--- config.mk ---
export PLATFORM = sky130hd
export DESIGN_NAME = tnoc_output_switch_vc
export DESIGN_NICKNAME = d
export VERILOG_FILES = /design/src/rtl/tnoc_output_switch_vc.sv
export SDC_FILE = /design/constraint.sdc
export NUM_CORES = 1
export LEC_CHECK = 0
export ABC_AREA = 0
export BUFFER_PORTS_ARGS = -buffer_cell sky130_fd_sc_hd__buf_2
export CAP_MARGIN = 20
export CORE_AREA = 2 2 165 167
export CTS_CLUSTER_SIZE = 28
export DETAILED_ROUTE_END_ITERATION = 6
export DIE_AREA = 0 0 167 169
export GPL_ROUTABILITY_DRIVEN = 0
export SETUP_SLACK_MARGIN = 0.15
export SLEW_MARGIN = 15
export SYNTH_ARGS = -nofsm -noshare
export SYNTH_HDL_FRONTEND = slang
export SYNTH_SLANG_ARGS = --single-unit
--- constraint.sdc ---
create_clock -name clk -period 7.5 [get_ports clk]
set_input_delay 0.375 -clock clk [delete_from_list [all_inputs] [get_ports clk]]
set_output_delay 0.375 -clock clk [all_outputs]
set_load 0.02 [all_outputs]
--- src/rtl/tnoc_output_switch_vc.sv ---
// Virtual-channel output switch for one router output port.
// Picks one flit per cycle across ENTRIES inputs and CHANNELS VCs.
//
// Ports:
//   clk, rst          clock, async active-high reset
//   i_valid/o_ready   per entry/VC request and grant, bit e*CHANNELS+c
//   i_head/i_tail     per-entry flit flags
//   i_data            per-entry payload
//   o_valid           registered one-hot VC of the output flit
//   o_head/o_tail     registered flags
//   o_data            registered payload
//   i_credit_return   per-VC downstream credit pulse
//   o_vc_locked       per-VC packet lock
//   o_output_free     a flit is accepted this cycle
module tnoc_output_switch_vc #(
  parameter int ENTRIES    = 5,
  parameter int CHANNELS   = 2,
  parameter int DATA_WIDTH = 64,
  parameter int CREDITS    = 4
) (
  input  logic                           clk,
  input  logic                           rst,
  input  logic [ENTRIES*CHANNELS-1:0]    i_valid,
  output logic [ENTRIES*CHANNELS-1:0]    o_ready,
  input  logic [ENTRIES-1:0]             i_head,
  input  logic [ENTRIES-1:0]             i_tail,
  input  logic [ENTRIES*DATA_WIDTH-1:0]  i_data,
  output logic [CHANNELS-1:0]            o_valid,
  output logic                           o_head,
  output logic                           o_tail,
  output logic [DATA_WIDTH-1:0]          o_data,
  input  logic [CHANNELS-1:0]            i_credit_return,
  output logic [CHANNELS-1:0]            o_vc_locked,
  output logic                           o_output_free
);

  localparam int EW = (ENTRIES > 1) ? $clog2(ENTRIES) : 1;
  localparam int VW = (CHANNELS > 1) ? $clog2(CHANNELS) : 1;
  localparam int CW = $clog2(CREDITS + 1);

  logic [CHANNELS-1:0] lock;
  logic [EW-1:0]       owner  [CHANNELS];
  logic [EW-1:0]       eptr   [CHANNELS];
  logic [CW-1:0]       credit [CHANNELS];
  logic [VW-1:0]       vptr;

  logic [ENTRIES-1:0]  elig [CHANNELS];
  logic [EW-1:0]       pick [CHANNELS];
  logic [CHANNELS-1:0] hit;
  logic [CHANNELS-1:0] cand;

  logic                  grant;
  logic [VW-1:0]         gvc;
  logic [CHANNELS-1:0]   gvc_oh;
  logic [EW-1:0]         gent;
  logic                  g_head;
  logic                  g_tail;
  logic [DATA_WIDTH-1:0] g_data;

  // A locked VC only admits its owner; an unlocked one only admits heads.
  always_comb begin
    for (int c = 0; c < CHANNELS; c++) begin
      for (int e = 0; e < ENTRIES; e++) begin
        elig[c][e] = i_valid[e*CHANNELS+c] &&
          (lock[c] ? (owner[c] == EW'(e)) : i_head[e]);
      end
    end
  end

  // Round-robin from eptr: first pass at/after the pointer, then wrap.
  always_comb begin
    hit  = '0;
    cand = '0;
    for (int c = 0; c < CHANNELS; c++) begin
      pick[c] = '0;
      for (int e = 0; e < ENTRIES; e++) begin
        if (!hit[c] && elig[c][e] && EW'(e) >= eptr[c]) begin
          hit[c]  = 1'b1;
          pick[c] = EW'(e);
        end
      end
      for (int e = 0; e < ENTRIES; e++) begin
        if (!hit[c] && elig[c][e]) begin
          hit[c]  = 1'b1;
          pick[c] = EW'(e);
        end
      end
      cand[c] = hit[c] && (credit[c] != '0);
    end
  end

  always_comb begin
    grant = 1'b0;
    gvc   = '0;
    for (int v = 0; v < CHANNELS; v++) begin
      if (!grant && cand[v] && VW'(v) >= vptr) begin
        grant = 1'b1;
        gvc   = VW'(v);
      end
    end
    for (int v = 0; v < CHANNELS; v++) begin
      if (!grant && cand[v]) begin
        grant = 1'b1;
        gvc   = VW'(v);
      end
    end
    gent = '0;
    for (int c = 0; c < CHANNELS; c++) begin
      gvc_oh[c] = grant && (gvc == VW'(c));
      if (gvc == VW'(c)) gent = pick[c];
    end
    g_head = 1'b0;
    g_tail = 1'b0;
    g_data = '0;
    for (int e = 0; e < ENTRIES; e++) begin
      if (gent == EW'(e)) begin
        g_head = i_head[e];
        g_tail = i_tail[e];
        g_data = i_data[e*DATA_WIDTH +: DATA_WIDTH];
      end
    end
    for (int e = 0; e < ENTRIES; e++) begin
      for (int c = 0; c < CHANNELS; c++) begin
        o_ready[e*CHANNELS+c] = gvc_oh[c] && (gent == EW'(e));
      end
    end
  end

  assign o_output_free = grant;
  assign o_vc_locked   = lock;

  always_ff @(posedge clk or posedge rst) begin
    if (rst) begin
      o_valid <= '0;
      o_head  <= 1'b0;
      o_tail  <= 1'b0;
      o_data  <= '0;
      lock    <= '0;
      vptr    <= '0;
      for (int c = 0; c < CHANNELS; c++) begin
        owner[c]  <= '0;
        eptr[c]   <= '0;
        credit[c] <= CW'(CREDITS);
      end
    end else begin
      o_valid <= gvc_oh;
      if (grant) begin
        o_head <= g_head;
        o_tail <= g_tail;
        o_data <= g_data;
        vptr   <= (gvc == VW'(CHANNELS-1)) ? '0 : gvc + VW'(1);
      end
      for (int c = 0; c < CHANNELS; c++) begin
        if (gvc_oh[c]) begin
          if (g_tail) begin
            lock[c] <= 1'b0;
            eptr[c] <= (gent == EW'(ENTRIES-1)) ? '0 : gent + EW'(1);
          end else if (g_head) begin
            lock[c]  <= 1'b1;
            owner[c] <= gent;
          end
        end
        // Send and return together cancel; a surplus return saturates.
        if (gvc_oh[c] && !i_credit_return[c]) begin
          credit[c] <= credit[c] - CW'(1);
        end else if (!gvc_oh[c] && i_credit_return[c] &&
                     credit[c] != CW'(CREDITS)) begin
          credit[c] <= credit[c] + CW'(1);
        end
      end
    end
  end

  for (genvar c = 0; c < CHANNELS; c++) begin : g_chk
    a_credit_overflow: assert property (@(posedge clk) disable iff (rst)
      !(i_credit_return[c] && !gvc_oh[c] && credit[c] == CW'(CREDITS)));
    for (genvar e = 0; e < ENTRIES; e++) begin : g_ent
      a_body_unlocked: assert property (@(posedge clk) disable iff (rst)
        !(i_valid[e*CHANNELS+c] && !lock[c] && !i_head[e]));
    end
  end

endmodule
# After elaboration in Yosys (flattened, before gate mapping)
# Cells that the tools add are included.
# classes
order_cmp	12
n_addsub	6
multipliers	0
muxes	79
shift	0
n_bitwise	2
reduce_logical	102
div_mod_pow	0
eq_ne	14
# ops
cell	n
2-to-1 mux 64 bit	5
2-to-1 mux 3 bit	22
logical AND 1 bit	63
2-to-1 mux 1 bit	52
logical NOT 1 bit	25
== test 3 x 2 -> 1 bit (second input constant)	6
>= comparator 1 x 3 -> 1 bit (first input constant)	4
>= comparator 2 x 3 -> 1 bit (first input constant)	4
adder 3 x 1 -> 3 bit (second input constant)	3
== test 3 x 1 -> 1 bit (second input constant)	3
== test 3 bit (second input constant)	3
logical NOT 3 bit	3
AND reduction 2 bit	4
>= comparator 3 bit (first input constant)	2
!= test 3 bit (second input constant)	2
AND reduction 3 bit	2
nonzero test 2 bit	3
nonzero test 3 bit	2
subtractor 3 x 1 -> 3 bit (second input constant)	2
>= comparator 1 bit (first input constant)	2
NOT 1 bit	2
adder 1 bit (second input constant)	1
# totals
mem_count	0
ff_bits	89
romBits	0
mem_bits_rw	0
input_bits	344
latchBits	0

# Depth between registers and ports, before layout
# depth
ltp_word	58
mapped_depth	19
depth_no_buf	17

# Least setup slack after synthesis
# No wires, ideal clock.
# synth_timing
path_kind	reg2out
from	reg lock[0], in the netlist o_vc_locked[0]
to	out o_ready[7]
required_time_ps	7125
path_stages_with_launch	15
arrival_time_ps	3829
setup_slack_ps	3296
path_buffers	5
path_cell_list	dfrtp_1 -> buf_4 -> and4b_1 -> o21ai_1 -> nand4_1 -> o21ai_1 -> nand2_1 -> clkbuf_1 -> a21oi_1 -> ha_1 -> ha_1 -> clkbuf_1 -> clkbuf_1 -> clkbuf_1 -> and3_1
# synth_between
elab_chain_len	51
elab_cells_between_ends	72
# synth_lines
element	line	text
start: declaration	41	logic [CHANNELS-1:0] lock;
start signal: assignment	138	lock <= '0;
start signal: indexed assignment	156	lock[c] <= 1'b0;
start signal: indexed assignment	159	lock[c] <= 1'b1;
2-to-1 mux 1 bit	65	(lock[c] ? (owner[c] == EW'(e)) : i_head[e]);
logical AND 1 bit	64	elig[c][e] = i_valid[e*CHANNELS+c] &&
logical AND 1 bit	77	if (!hit[c] && elig[c][e] && EW'(e) >= eptr[c]) begin
2-to-1 mux 1 bit	77	
logical NOT 1 bit	77	
logical AND 1 bit (2 in series)	77	
2-to-1 mux 1 bit	77	
logical NOT 1 bit	77	
(+35 left out)	n/a	
2-to-1 mux 1 bit	102	if (!grant && cand[v]) begin
logical NOT 1 bit	102	
logical AND 1 bit	102	
2-to-1 mux 1 bit	102	
2-to-1 mux 3 bit (*)	110	if (gvc == VW'(c)) gent = pick[c];
named net gent[0]	55	logic [EW-1:0] gent;
== test 3 x 2 -> 1 bit (*)	124	o_ready[e*CHANNELS+c] = gvc_oh[c] && (gent == EW'(e));
logical AND 1 bit (*)	124	
end: declaration	24	output logic [ENTRIES*CHANNELS-1:0] o_ready,
# Mark *: on every way through the listed nets, which the timed path passes. The rest lies on a longest branch.

# Worst setup path in the final report
# layout_timing
from	reg lock[0], in the netlist o_vc_locked[0]
to	reg o_data[47]
# layout_between
elab_chain_len	55
elab_cells_between_ends	79
# layout_lines
element	line	text
2-to-1 mux 1 bit	65	
logical AND 1 bit	64	
logical AND 1 bit	77	
2-to-1 mux 1 bit	77	
logical NOT 1 bit	77	
logical AND 1 bit (2 in series)	77	
2-to-1 mux 1 bit	77	
logical NOT 1 bit	77	
(+36 left out)	n/a	
logical NOT 1 bit	102	
logical AND 1 bit	102	
2-to-1 mux 1 bit	102	
2-to-1 mux 3 bit (*)	110	
named net gent[0]	55	
logical NOT 3 bit	116	if (gent == EW'(e)) begin
2-to-1 mux 64 bit (4 in series)	116	
2-to-1 mux 64 bit (*)	116	
end signal: assignment	150	o_data <= g_data;
end: declaration	31	output logic [DATA_WIDTH-1:0] o_data,
# Marked as above.
# A chain may end at the register's enable or synchronous reset.

==> impl_table.tex <==
\begin{tabular}{lr}
\hline
Metric & Value \\
\hline
\multicolumn{2}{l}{\textbf{Outcome}} \\
\quad Result of the run & finished clean \\
\multicolumn{2}{l}{\textbf{Critical path}} \\
\quad Worst R2R End & o\_data[47] \\
\quad Register-to-register path setup slack & 1.90 ns \\
\quad Startpoint type of the worst setup path & flip-flop \\
\quad Start-to-end type of the worst setup path & reg -> reg \\
\quad Signal arrival time at the worst endpoint & 5.86 ns \\
\quad Worst reg2reg startpoint & o\_vc\_locked[0] \\
\quad Required time at the worst-slack endpoint & 7.76 ns \\
\quad Capturing element type of the critical path & flip-flop \\
\quad Maximum fanout count along the critical path & 40 \\
\quad Depth of the most critical reg-to-reg path & 14 \\
\multicolumn{2}{l}{\textbf{Floorplan}} \\
\quad X dimension of the die & 167 um \\
\quad Die Y & 169 um \\
\quad Count of pins on the block boundary & 425 \\
\quad Die outline area & 0.0282 mm2 \\
\quad Site row count & 60 \\
\quad Core region area & 0.0265 mm2 \\
\quad Initial Util & 26.1\% \\
\multicolumn{2}{l}{\textbf{Synthesis}} \\
\quad Post-synthesis register bit count & 89 \\
\quad Number of warnings reported in the yosys synthesis log & 0 \\
\quad Cell area after technology mapping & 0.00693 mm2 \\
\quad Leading register cell type out of synthesis & dfrtp\_1 \\
\quad Gate count after technology mapping & 967 \\
\quad Syn Area/Cell & 7.17 um2 \\
\quad Proportion of register bits with asynchronous set or reset after synthesis & 100\% \\
\quad Seq/Total Area, Yosys & 32.2\% \\
\quad Number of enable flip-flop cells after synthesis & 0 \\
\quad Post-synthesis cell type count & 67 \\
\quad Post-Syn Nets & 1318 \\
\multicolumn{2}{l}{\textbf{Final layout}} \\
\quad Multi-input logic area & 0.00432 mm2 \\
\quad Number of nets in the final layout & 1675 \\
\quad Footprint of the flip-flops and latches & 0.00223 mm2 \\
\quad Most common library cell in the layout ignoring fill and taps & buf\_2 \\
\quad Leading cell types in the layout, fill and taps excluded & buf\_2 (424), nand2\_1 (212), o21ai\_0 (151) \\
\quad Final Non-Filler Cells & 1676 \\
\quad Count of filler cells inserted in the layout & 2892 \\
\quad Share of cells above drive strength 1 & 36.1\% \\
\quad Layout area overhead & 37.7\% \\
\quad Cell area after layout & 0.00954 mm2 \\
\multicolumn{2}{l}{\textbf{Timing}} \\
\quad Transition time of the tightest slew-check pin & 0.952 ns \\
\quad Clock skew & 0.0163 ns \\
\quad Period minus WS final & 5.60 ns \\
\quad Max frequency & 0.179 GHz \\
\quad Max-slew violation total from the final report & 0 \\
\quad Hold WS & 0.0971 ns \\
\quad Total count of hold-check failures in the final report & 0 \\
\quad Final Setup Violations & 0 \\
\quad Setup\_tns & 0 ns \\
\quad Final clock period utilization by the worst path & 74.7\% \\
\quad RSZ-0062 raised after global routing & false \\
\quad Headroom to the max-slew limit & 36.6\% \\
\multicolumn{2}{l}{\textbf{Global route}} \\
\quad Maximum number of pins on one net before global-route repair & 78 \\
\quad Antenna violations before repair & 8 \\
\quad Global router's overall resource usage & 21.3\% \\
\quad Aggregate global routing overflow & 0 \\
\quad Wire length of the first global-routing pass & 47.3 mm \\
\quad Number of global-route vias before repair & 8303 \\
\multicolumn{2}{l}{\textbf{Route}} \\
\quad Routed length per placed instance & 18.7 um \\
\quad Post-DRT Antenna Nets & 0 \\
\quad Final wirelength & 31.4 mm \\
\quad Drt drc & 0 \\
\quad Vias/cell & 5.21 \\
\quad Routed via count & 8726 \\
\quad Number of search-and-repair iterations in the first detailed-routing pass & 5 \\
\quad Count of routing violations after the opening detailed-route iteration & 655 \\
\multicolumn{2}{l}{\textbf{Clock network}} \\
\quad Clock tree from TritonCTS & built \\
\quad Clk root buf & clkbuf\_16 \\
\quad Maximum buffer depth of the clock tree & 2 \\
\quad Number of gates given a new drive strength after cts & 0 \\
\quad Postcts setup bufs & 0 \\
\quad Clock latency on the worst-skew pair & 0.35 ns \\
\quad Inserted Clock Buffers & 9 \\
\quad Hold bufs inserted after CTS & 0 \\
\quad Clock-pin slew reported for the worst setup and hold paths after clock tree synthesis & 0.07 ns \\
\quad Deepest level of the CTS H-tree & 3 \\
\quad Sink Count & 89 \\
\multicolumn{2}{l}{\textbf{Place}} \\
\quad Port Buffer Count & 424 \\
\quad Placed cell count & 1653 \\
\quad HPWL after DPL & 23.2 mm \\
\quad Placed instance area & 0.00923 mm2 \\
\multicolumn{2}{l}{\textbf{Run}} \\
\quad Maximum Capacitance Violations & 0 \\
\multicolumn{2}{l}{\textbf{Power}} \\
\quad Maximum VDD drop & 381 uV \\
\quad Cell leakage power & 4.47 nW \\
\quad Areal power density over the cells & 609 mW/mm2 \\
\multicolumn{2}{l}{\textbf{Worst hold path}} \\
\quad Hold WC Path Type & in -> async \\
\hline
\end{tabular}
-- state kept, by name, summed over array words and instances, names as in the netlist --
name and cells:
o_data 64, o_valid 2, o_tail 1, eptr 6
vptr 1, credit 6, o_vc_locked 2, owner 6
o_head 1
-- worst max path at each step --
stage                        start    endpoint  slack, ns  depth (start not counted)
floorplan           o_vc_locked[0]  o_ready[7]       3.30                         14
global placement    o_vc_locked[0]  o_data[52]       2.15                         14
detailed placement  o_vc_locked[0]  o_data[46]       1.92                         14
CTS                 o_vc_locked[0]  o_data[46]       1.90                         14
global route        o_vc_locked[0]  o_data[51]       1.37                         14
finish              o_vc_locked[0]  o_data[47]       1.90                         14
-- routing by layer --
layer	wire length [um]	GRT usage, %
met5	24	0
met4	898	7.50
met3	1980	4.47
met2	15000	34.8
met1	13500	28.0
-- logic make-up after synthesis --
logic type | count (synthesis) | synth area share, %
AO/OA/AOI/OAI | 409 | 35.8
adder cells (fa/ha/maj) | 7 | 1.48
buffers and inverters | 106 | 6.43
AND/OR/NAND/NOR | 343 | 22.1
multiplexers | 13 | 2.02
flip-flops | 89 | 32.2
-- report_power, final --
part / switching (mW) / total, mW / internal, mW / leakage (nW)
Clock: 0.213 / 0.448 / 0.235 / 0.121
Sequential: 0.155 / 0.906 / 0.751 / 1.12
Combinational: 2.87 / 4.45 / 1.58 / 3.22
Total: 3.24 / 5.81 / 2.57 / 4.47
-- metrics by stage --
step                      setup WS, ns  power [mW]  util (%)
after floorplan                   3.30        4.13         -
after global placement            2.15        5.29      34.8
after detailed placement          1.92        5.37      34.8
after CTS                         1.90        5.83      35.9
after global routing              1.37        6.41      36.0
final                             1.90        5.81      36.0
-- synthesized netlist by cell type, drive strengths merged (3+ instances only) --
master / instances / area, um2
nor3: 4 / 31.3
a41oi: 3 / 26.3
o31ai: 7 / 52.6
dfrtp: 87 / 2180
o211ai: 3 / 22.5
nor4bb: 3 / 30.0
nor4b: 4 / 62.6
inv: 18 / 67.6
nor2: 74 / 278
a211oi: 4 / 35.0
a21oi: 84 / 443
and2: 5 / 31.3
o21ai: 220 / 1120
nand2b: 6 / 37.5
ha: 5 / 62.6
mux2: 8 / 90.1
clkbuf: 67 / 251
mux2i: 5 / 50.1
a221oi: 65 / 569
and3: 5 / 36.3
nand3: 4 / 30.0
nand2: 213 / 802
a31oi: 5 / 31.3
buf: 21 / 126
nor2b: 11 / 68.8
-- worst max-delay path: stages (launching register included) --
cell and delay (ns):
dfrtp_1 0.49, nor4bb_1 0.19, o21ai_1 0.33, nand4_1 0.22, o21ai_1 0.47, nand2_1 0.41
a311oi_1 0.31, a21oi_1 0.20, inv_1 0.20, ha_2 0.75, inv_1 0.28, a21oi_4 0.71
buf_4 0.56, a221oi_1 0.09, o21ai_0 0.22
-- cell type report --
| class | count | area share [%] |
|---|---|---|
| tap | 341 | 4.47 |
| clock inverter | 4 | 0.315 |
| antenna | 6 | 0.157 |
| clock buffer | 12 | 2.58 |
| timing repair buffer | 434 | 23.1 |
| multi-input combinational | 772 | 45.3 |
| sequential | 89 | 23.4 |
| inverter | 18 | 0.734 |
Note: power is estimated with default switching activity, not from simulation.
